==> config.mk <==
export PLATFORM = sky130hd
export DESIGN_NAME = de2_input_ctrl
export DESIGN_NICKNAME = d
export VERILOG_FILES = /design/src/rtl/de2_input_pkg.sv /design/src/rtl/input_debounce.sv /design/src/rtl/de2_input_ctrl.sv
export SDC_FILE = /design/constraint.sdc
export NUM_CORES = 1
export LEC_CHECK = 0
export ABC_CLOCK_PERIOD_IN_PS = 3260
export CORE_ASPECT_RATIO = 1.1
export CORE_UTILIZATION = 35
export CTS_CLUSTER_SIZE = 16
export DETAILED_ROUTE_END_ITERATION = 6
export PLACE_DENSITY = 0.62
export SKIP_CTS_REPAIR_TIMING = 1
export SLEW_MARGIN = 30
export SYNTH_ARGS = -nofsm -noshare
export SYNTH_HDL_FRONTEND = slang
export SYNTH_HIERARCHICAL = 1
export SYNTH_SLANG_ARGS = --single-unit
==> constraint.sdc <==
create_clock -name CLOCK_50 -period 3.26 [get_ports CLOCK_50]
set_input_delay 0.652 -clock CLOCK_50 [delete_from_list [all_inputs] [get_ports CLOCK_50]]
set_output_delay 0.652 -clock CLOCK_50 [all_outputs]
set_load 0.05 [all_outputs]
==> src/rtl/de2_input_pkg.sv <==
// Shared constants, event layout and sizing helper for the DE2 input controller.
// Pure declarations; no timing and no handshake of its own.
package de2_input_pkg;

  localparam int DEF_NUM_BUTTONS     = 2;
  localparam int DEF_SW_WIDTH        = 16;
  localparam int DEF_DEBOUNCE_CYCLES = 32;
  localparam int DEF_FIFO_DEPTH      = 4;

  // Index width that stays legal (>= 1 bit) for single-entry ranges.
  function automatic int ptr_w(input int n);
    return (n > 1) ? $clog2(n) : 1;
  endfunction

  localparam int DEF_BTN_W = ptr_w(DEF_NUM_BUTTONS);

  typedef struct packed {
    logic [DEF_BTN_W-1:0]    button;
    logic [DEF_SW_WIDTH-1:0] sw;
  } evt_t;

endpackage

==> src/rtl/input_debounce.sv <==
// 2-flop synchroniser plus counter debouncer; a new level is accepted after
// DEBOUNCE_CYCLES consecutive differing samples, 2 sync cycles + that count of latency, no backpressure.
module input_debounce #(
  parameter int WIDTH           = 1,
  parameter int DEBOUNCE_CYCLES = 32
) (
  input  logic             i_core_clk,
  input  logic             i_arst_n,
  input  logic [WIDTH-1:0] i_raw,
  output logic [WIDTH-1:0] o_stable
);

  localparam int CW = (DEBOUNCE_CYCLES > 1) ? $clog2(DEBOUNCE_CYCLES) : 1;
  localparam logic [CW-1:0] CNT_LAST = CW'(DEBOUNCE_CYCLES - 1);

  logic [WIDTH-1:0] r_sync1;
  logic [WIDTH-1:0] r_sync2;
  logic [WIDTH-1:0] r_stable;
  logic [CW-1:0]    r_cnt;

  always_ff @(posedge i_core_clk or negedge i_arst_n) begin
    if (!i_arst_n) begin
      r_sync1  <= '0;
      r_sync2  <= '0;
      r_stable <= '0;
      r_cnt    <= '0;
    end else begin
      r_sync1 <= i_raw;
      r_sync2 <= r_sync1;
      // Whole vector shares one counter: any bit change restarts the count.
      if (r_sync2 == r_stable) begin
        r_cnt <= '0;
      end else if (r_cnt == CNT_LAST) begin
        r_stable <= r_sync2;
        r_cnt    <= '0;
      end else begin
        r_cnt <= r_cnt + 1'b1;
      end
    end
  end

  assign o_stable = r_stable;

endmodule

==> src/rtl/de2_input_ctrl.sv <==
// Debounced DE2 key/switch front end queuing {button, switches} press events;
// press-to-evt_valid is DEBOUNCE_CYCLES+4 cycles, a full queue parks the press as pending, a second press on a pending button sets overflow.
module de2_input_ctrl
  import de2_input_pkg::*;
#(
  parameter int NUM_BUTTONS     = DEF_NUM_BUTTONS,
  parameter int SW_WIDTH        = DEF_SW_WIDTH,
  parameter int DEBOUNCE_CYCLES = DEF_DEBOUNCE_CYCLES,
  parameter int FIFO_DEPTH      = DEF_FIFO_DEPTH
) (
  input  logic                          CLOCK_50,
  input  logic                          nReset,
  input  logic [NUM_BUTTONS-1:0]        KEY_n,
  input  logic [SW_WIDTH-1:0]           SW,
  output logic                          evt_valid,
  input  logic                          evt_ready,
  output logic [ptr_w(NUM_BUTTONS)-1:0] evt_button,
  output logic [SW_WIDTH-1:0]           evt_sw,
  output logic [SW_WIDTH-1:0]           sw_stable,
  output logic [NUM_BUTTONS-1:0]        btn_level,
  output logic                          overflow,
  input  logic                          ovf_clear
);

  localparam int BW = ptr_w(NUM_BUTTONS);
  localparam int PW = ptr_w(FIFO_DEPTH);

  typedef struct packed {
    logic [BW-1:0]       button;
    logic [SW_WIDTH-1:0] sw;
  } fifo_ent_t;

  logic [NUM_BUTTONS-1:0] w_btn_stable;
  logic [SW_WIDTH-1:0]    w_sw_stable;

  for (genvar g = 0; g < NUM_BUTTONS; g++) begin : g_btn
    input_debounce #(.WIDTH(1), .DEBOUNCE_CYCLES(DEBOUNCE_CYCLES)) u_db (
      .i_core_clk(CLOCK_50),
      .i_arst_n  (nReset),
      .i_raw     (~KEY_n[g]),
      .o_stable  (w_btn_stable[g])
    );
  end

  input_debounce #(.WIDTH(SW_WIDTH), .DEBOUNCE_CYCLES(DEBOUNCE_CYCLES)) u_sw_db (
    .i_core_clk(CLOCK_50),
    .i_arst_n  (nReset),
    .i_raw     (SW),
    .o_stable  (w_sw_stable)
  );

  logic [NUM_BUTTONS-1:0] r_btn_level;
  logic [NUM_BUTTONS-1:0] r_btn_prev;
  logic [SW_WIDTH-1:0]    r_sw_stable;
  logic [NUM_BUTTONS-1:0] r_pending;
  logic [SW_WIDTH-1:0]    r_snap [NUM_BUTTONS];
  logic                   r_overflow;
  fifo_ent_t              r_mem [FIFO_DEPTH];
  logic [PW-1:0]          r_wr_ptr;
  logic [PW-1:0]          r_rd_ptr;
  logic [PW:0]            r_count;

  logic [NUM_BUTTONS-1:0] w_rise;
  logic [NUM_BUTTONS-1:0] w_clr;
  logic                   w_push_vld;
  logic [BW-1:0]          w_push_idx;
  logic                   w_push;
  logic                   w_pop;
  logic                   w_ovf_set;
  fifo_ent_t              w_push_ent;

  assign w_rise = r_btn_level & ~r_btn_prev;

  // Lowest-index pending button wins; fullness uses the pre-pop count.
  always_comb begin
    w_push_vld = 1'b0;
    w_push_idx = '0;
    for (int i = NUM_BUTTONS - 1; i >= 0; i--) begin
      if (r_pending[i]) begin
        w_push_vld = 1'b1;
        w_push_idx = BW'(i);
      end
    end
    w_push = w_push_vld && (r_count < (PW+1)'(FIFO_DEPTH));
    w_clr  = '0;
    for (int i = 0; i < NUM_BUTTONS; i++) begin
      w_clr[i] = w_push && (w_push_idx == BW'(i));
    end
    w_push_ent.button = w_push_idx;
    w_push_ent.sw     = r_snap[w_push_idx];
    w_ovf_set         = |(w_rise & r_pending & ~w_clr);
  end

  assign w_pop = evt_valid && evt_ready;

  always_ff @(posedge CLOCK_50 or negedge nReset) begin
    if (!nReset) begin
      r_btn_level <= '0;
      r_btn_prev  <= '0;
      r_sw_stable <= '0;
      r_pending   <= '0;
      r_overflow  <= 1'b0;
      for (int i = 0; i < NUM_BUTTONS; i++) r_snap[i] <= '0;
    end else begin
      r_btn_level <= w_btn_stable;
      r_btn_prev  <= r_btn_level;
      r_sw_stable <= w_sw_stable;
      r_overflow  <= (r_overflow && !ovf_clear) || w_ovf_set;
      // A press on a still-pending button keeps the original snapshot.
      for (int i = 0; i < NUM_BUTTONS; i++) begin
        if (w_rise[i] && (!r_pending[i] || w_clr[i])) begin
          r_pending[i] <= 1'b1;
          r_snap[i]    <= r_sw_stable;
        end else if (w_clr[i]) begin
          r_pending[i] <= 1'b0;
        end
      end
    end
  end

  always_ff @(posedge CLOCK_50 or negedge nReset) begin
    if (!nReset) begin
      for (int i = 0; i < FIFO_DEPTH; i++) r_mem[i] <= '0;
      r_wr_ptr <= '0;
      r_rd_ptr <= '0;
      r_count  <= '0;
    end else begin
      if (w_push) begin
        r_mem[r_wr_ptr] <= w_push_ent;
        r_wr_ptr        <= r_wr_ptr + 1'b1;
      end
      if (w_pop) r_rd_ptr <= r_rd_ptr + 1'b1;
      case ({w_push, w_pop})
        2'b10:   r_count <= r_count + 1'b1;
        2'b01:   r_count <= r_count - 1'b1;
        default: r_count <= r_count;
      endcase
    end
  end

  assign evt_valid  = (r_count != '0);
  assign evt_button = r_mem[r_rd_ptr].button;
  assign evt_sw     = r_mem[r_rd_ptr].sw;
  assign sw_stable  = r_sw_stable;
  assign btn_level  = r_btn_level;
  assign overflow   = r_overflow;

endmodule

==> flow_metrics.env <==
export IMPL_p_leak_nw=4.31
export IMPL_rsz0062_at_grt="false"
export IMPL_max_clock_freq_mhz=362
export IMPL_worstPathMaxFanout=4
export IMPL_synth_flop_cell="dfrtp_1"
export IMPL_drt_total_wl_mm=14.9
export IMPL_synthDistinctLibCells=36
export IMPL_grt_util_all_layers_pct=14.4
export IMPL_clk_path_buf_depth=2
export IMPL_synthArstFlopShare_pct=100
export IMPL_required_ns=2.61
export IMPL_synth_edf_count=0
export IMPL_min_path_type="input port to asynchronous set/reset pin"
export IMPL_h_tree_depth=4
export IMPL_combPwrFrac_pct=14.8
export IMPL_irDropWorstVdd_uv=360
export IMPL_syn_nets=586
export IMPL_syn2layout_area_growth_pct=17.0
export IMPL_avgSynthCellArea_sq_um=14.2
export IMPL_setup_viol=0
export IMPL_yosysWarnings=6
export IMPL_drive_above_1_share_pct=21.3
export IMPL_hpwl_mm=10.1
export IMPL_p_sw_mw=1.58
export IMPL_syn_inst=552
export IMPL_cts_sinks=199
export IMPL_slew_viol_final=0
export IMPL_rows=57
export IMPL_power_density_nw_per_um2=612
export IMPL_root_buffer="clkbuf_16"
export IMPL_relSlewSlack_pct=43.6
export IMPL_nNetsFinal=641
export IMPL_nFillCells=2049
export IMPL_io_buffers=58
export IMPL_gp_congestion=0.736
export IMPL_p_clk_share_pct=34.7
export IMPL_dr_pass1_iters=4
export IMPL_num_vias=4521
export IMPL_synth_seq_area_share_pct=63.4
export IMPL_cp_arrival_ns=2.11
export IMPL_post_route_period_util_pct=84.7
export IMPL_switching_share_pct=28.0
export IMPL_viasPerCell=4.94
export IMPL_clk_latency_ns=0.43
export IMPL_fin_setup_tns_ns=0
export IMPL_cts_tree="built"
export IMPL_timing_hold_ws_ns=0.219
export IMPL_synth_seq_cells=199
export IMPL_seq_power_share_pct=50.5
export IMPL_syn_area_sq_um=7850
export IMPL_die_x_microns=145
export IMPL_cts_made_buffers=17
export IMPL_antenna_found_initial=0
export IMPL_endpoint_kind="primary output"
export IMPL_antenna_left=0
export IMPL_grt_pass1_vias=4837
export IMPL_core_sq_um=22000
export IMPL_grt_max_degree=74
export IMPL_tightest_slew_ns=0.847
export IMPL_path_class="flop to primary output"
export IMPL_period_minus_slack_ns=2.76
export IMPL_drc=0
export IMPL_finClkSkew_ns=0.00779
export IMPL_hold_violations=0
export IMPL_die_y_microns=159
export IMPL_startpoint_type="flop"
export IMPL_avgRoutedWirePerCell_microns=16.3
export IMPL_initial_core_util_pct=35.6
export IMPL_internal_power_mw=4.05
export IMPL_clk_pin_slew_worst_paths_ns=0.07
export IMPL_drt_initial_drc_count=221
export IMPL_dieArea_sq_um=23000
export IMPL_ios=59
export IMPL_status="completed"
export IMPL_cap_violations=0
export IMPL_grt_first_pass_wirelength_mm=25.2
export IMPL_overflow=0
export IMPL_num_antenna_cells=0
-- sequential cells by signal, summed over array words and instances, names as in the netlist --
register             count
g_btn.u_db/r_cnt        10
sw_stable               16
r_count                  3
btn_level                2
g_btn.u_db/o_stable      2
g_btn.u_db/r_sync2       2
u_sw_db/r_sync1         16
r_pending                2
overflow                 1
u_sw_db/o_stable        16
g_btn.u_db/r_sync1       2
u_sw_db/r_sync2         16
r_rd_ptr                 2
r_wr_ptr                 2
r_btn_prev               2
r_mem                   68
r_snap                  32
u_sw_db/r_cnt            5
-- synth_stat cells, types with 4 or more instances --
| cell | n | area share (%) |
|---|---|---|
| mux2i_1 | 17 | 2.2 |
| buf_4 | 6 | 0.57 |
| nand2_1 | 5 | 0.24 |
| a21oi_1 | 130 | 8.3 |
| nor3_1 | 7 | 0.45 |
| xnor2_1 | 24 | 2.7 |
| inv_1 | 8 | 0.38 |
| clkbuf_1 | 8 | 0.38 |
| dfrtp_1 | 199 | 63 |
| buf_6 | 12 | 1.7 |
| and2_4 | 4 | 0.45 |
| nand4_1 | 4 | 0.32 |
| mux2_1 | 10 | 1.4 |
| mux2_2 | 40 | 5.7 |
| buf_2 | 9 | 0.57 |
| mux4_2 | 17 | 4.9 |
| mux2_4 | 4 | 0.77 |
| xor2_1 | 4 | 0.45 |
| and2b_2 | 4 | 0.45 |
| ha_1 | 11 | 1.8 |
| nand2b_1 | 6 | 0.48 |
-- power by group through the flow --
stage               clock network [mW]  registers, mW  logic (mW)
global route                      2.12           2.87       0.889
finish                            1.95           2.84       0.833
CTS                               2.01           2.84       0.851
floorplan                            0           2.94       0.458
global placement                     0           2.87       0.819
detailed placement                   0           2.89       0.848
-- placed cells by master (no fill, tap or decap), types with 4 or more instances in the layout --
master / n
dfrtp_1: 199
a21oi_1: 130
clkdlybuf4s50_1: 42
mux2_2: 40
buf_4: 26
xnor2_1: 24
mux4_2: 17
mux2i_1: 17
clkbuf_16: 17
ha_1: 11
mux2_1: 10
inv_1: 8
inv_6: 7
nor3_1: 7
nand2b_1: 6
nand2_1: 5
and2_4: 4
xor2_1: 4
mux2_4: 4
and2b_2: 4
nand4_1: 4
-- final timing paths --
path                                                 start                               to  slack (ns)  cells after the start
hold / removal                                      nReset  g_btn[0].u_db/r_sync2$_DFF_PN0_        0.22                      1
setup / recovery                   r_rd_ptr[0]$_DFFE_PN0P_                       evt_sw[11]        0.50                      2
max in group asynchronous                           nReset            r_mem[50]$_DFFE_PN0P_        2.23                      2
setup reg to reg                    r_count[2]$_DFFE_PN0P_           r_count[2]$_DFFE_PN0P_        1.19                      8
min in group CLOCK_50      g_btn[1].u_db/r_sync1$_DFF_PN0_  g_btn[1].u_db/r_sync2$_DFF_PN0_        0.35                      0
hold reg to reg            g_btn[1].u_db/r_sync1$_DFF_PN0_  g_btn[1].u_db/r_sync2$_DFF_PN0_        0.35                      0
-- per-layer routing --
layer	up-vias	part of all wire [%]	GRT usage [%]
li1	2071	-	-
met1	2312	42	17.9
met2	119	51	23.7
met3	19	4.7	3.46
met4	0	2.0	6.17
met5	-	0	0
-- logic make-up (layout without fill, tap and decap cells) --
| group | after synthesis | count (layout) | synth area share (%) |
|---|---|---|---|
| buffers and inverters | 43 | 111 | 3.63 |
| muxes | 88 | 88 | 15.0 |
| AOI/OAI and AO/OA | 138 | 138 | 9.31 |
| xor gates and xnor gates | 28 | 28 | 3.12 |
| DFF | 199 | 199 | 63.4 |
| adders and majority gates | 12 | 12 | 2.01 |
| and+or+nand+nor | 44 | 44 | 3.51 |
-- stage by stage --
step	util, %	instance area [sq um]	total power [mW]	setup slack, ns	instances
finish	41.7	9180	5.62	0.500	915
global route	41.7	9180	5.88	0.423	915
detailed placement	39.2	8630	3.74	0.766	883
global placement	39.2	8630	3.69	0.856	883
CTS	41.7	9180	5.70	0.466	915
floorplan	-	7850	3.40	1.21	552
-- final cells by class --
class	instances	area [sq um]	share of cell area (%)
flip-flops and latches	199	4980	54.2
multi-input cells	310	2580	28.2
repair buffers	71	669	7.29
clock buffers	18	439	4.78
well taps	295	369	4.02
clock inverters	14	110	1.20
inverters	8	30.0	0.327
-- critical path: stages, from the launching register on --
cell,delay [ns]
dfrtp_1,0.44
mux4_2,0.53
clkdlybuf4s50_1,0.71
(Power assumes the default switching activity.)
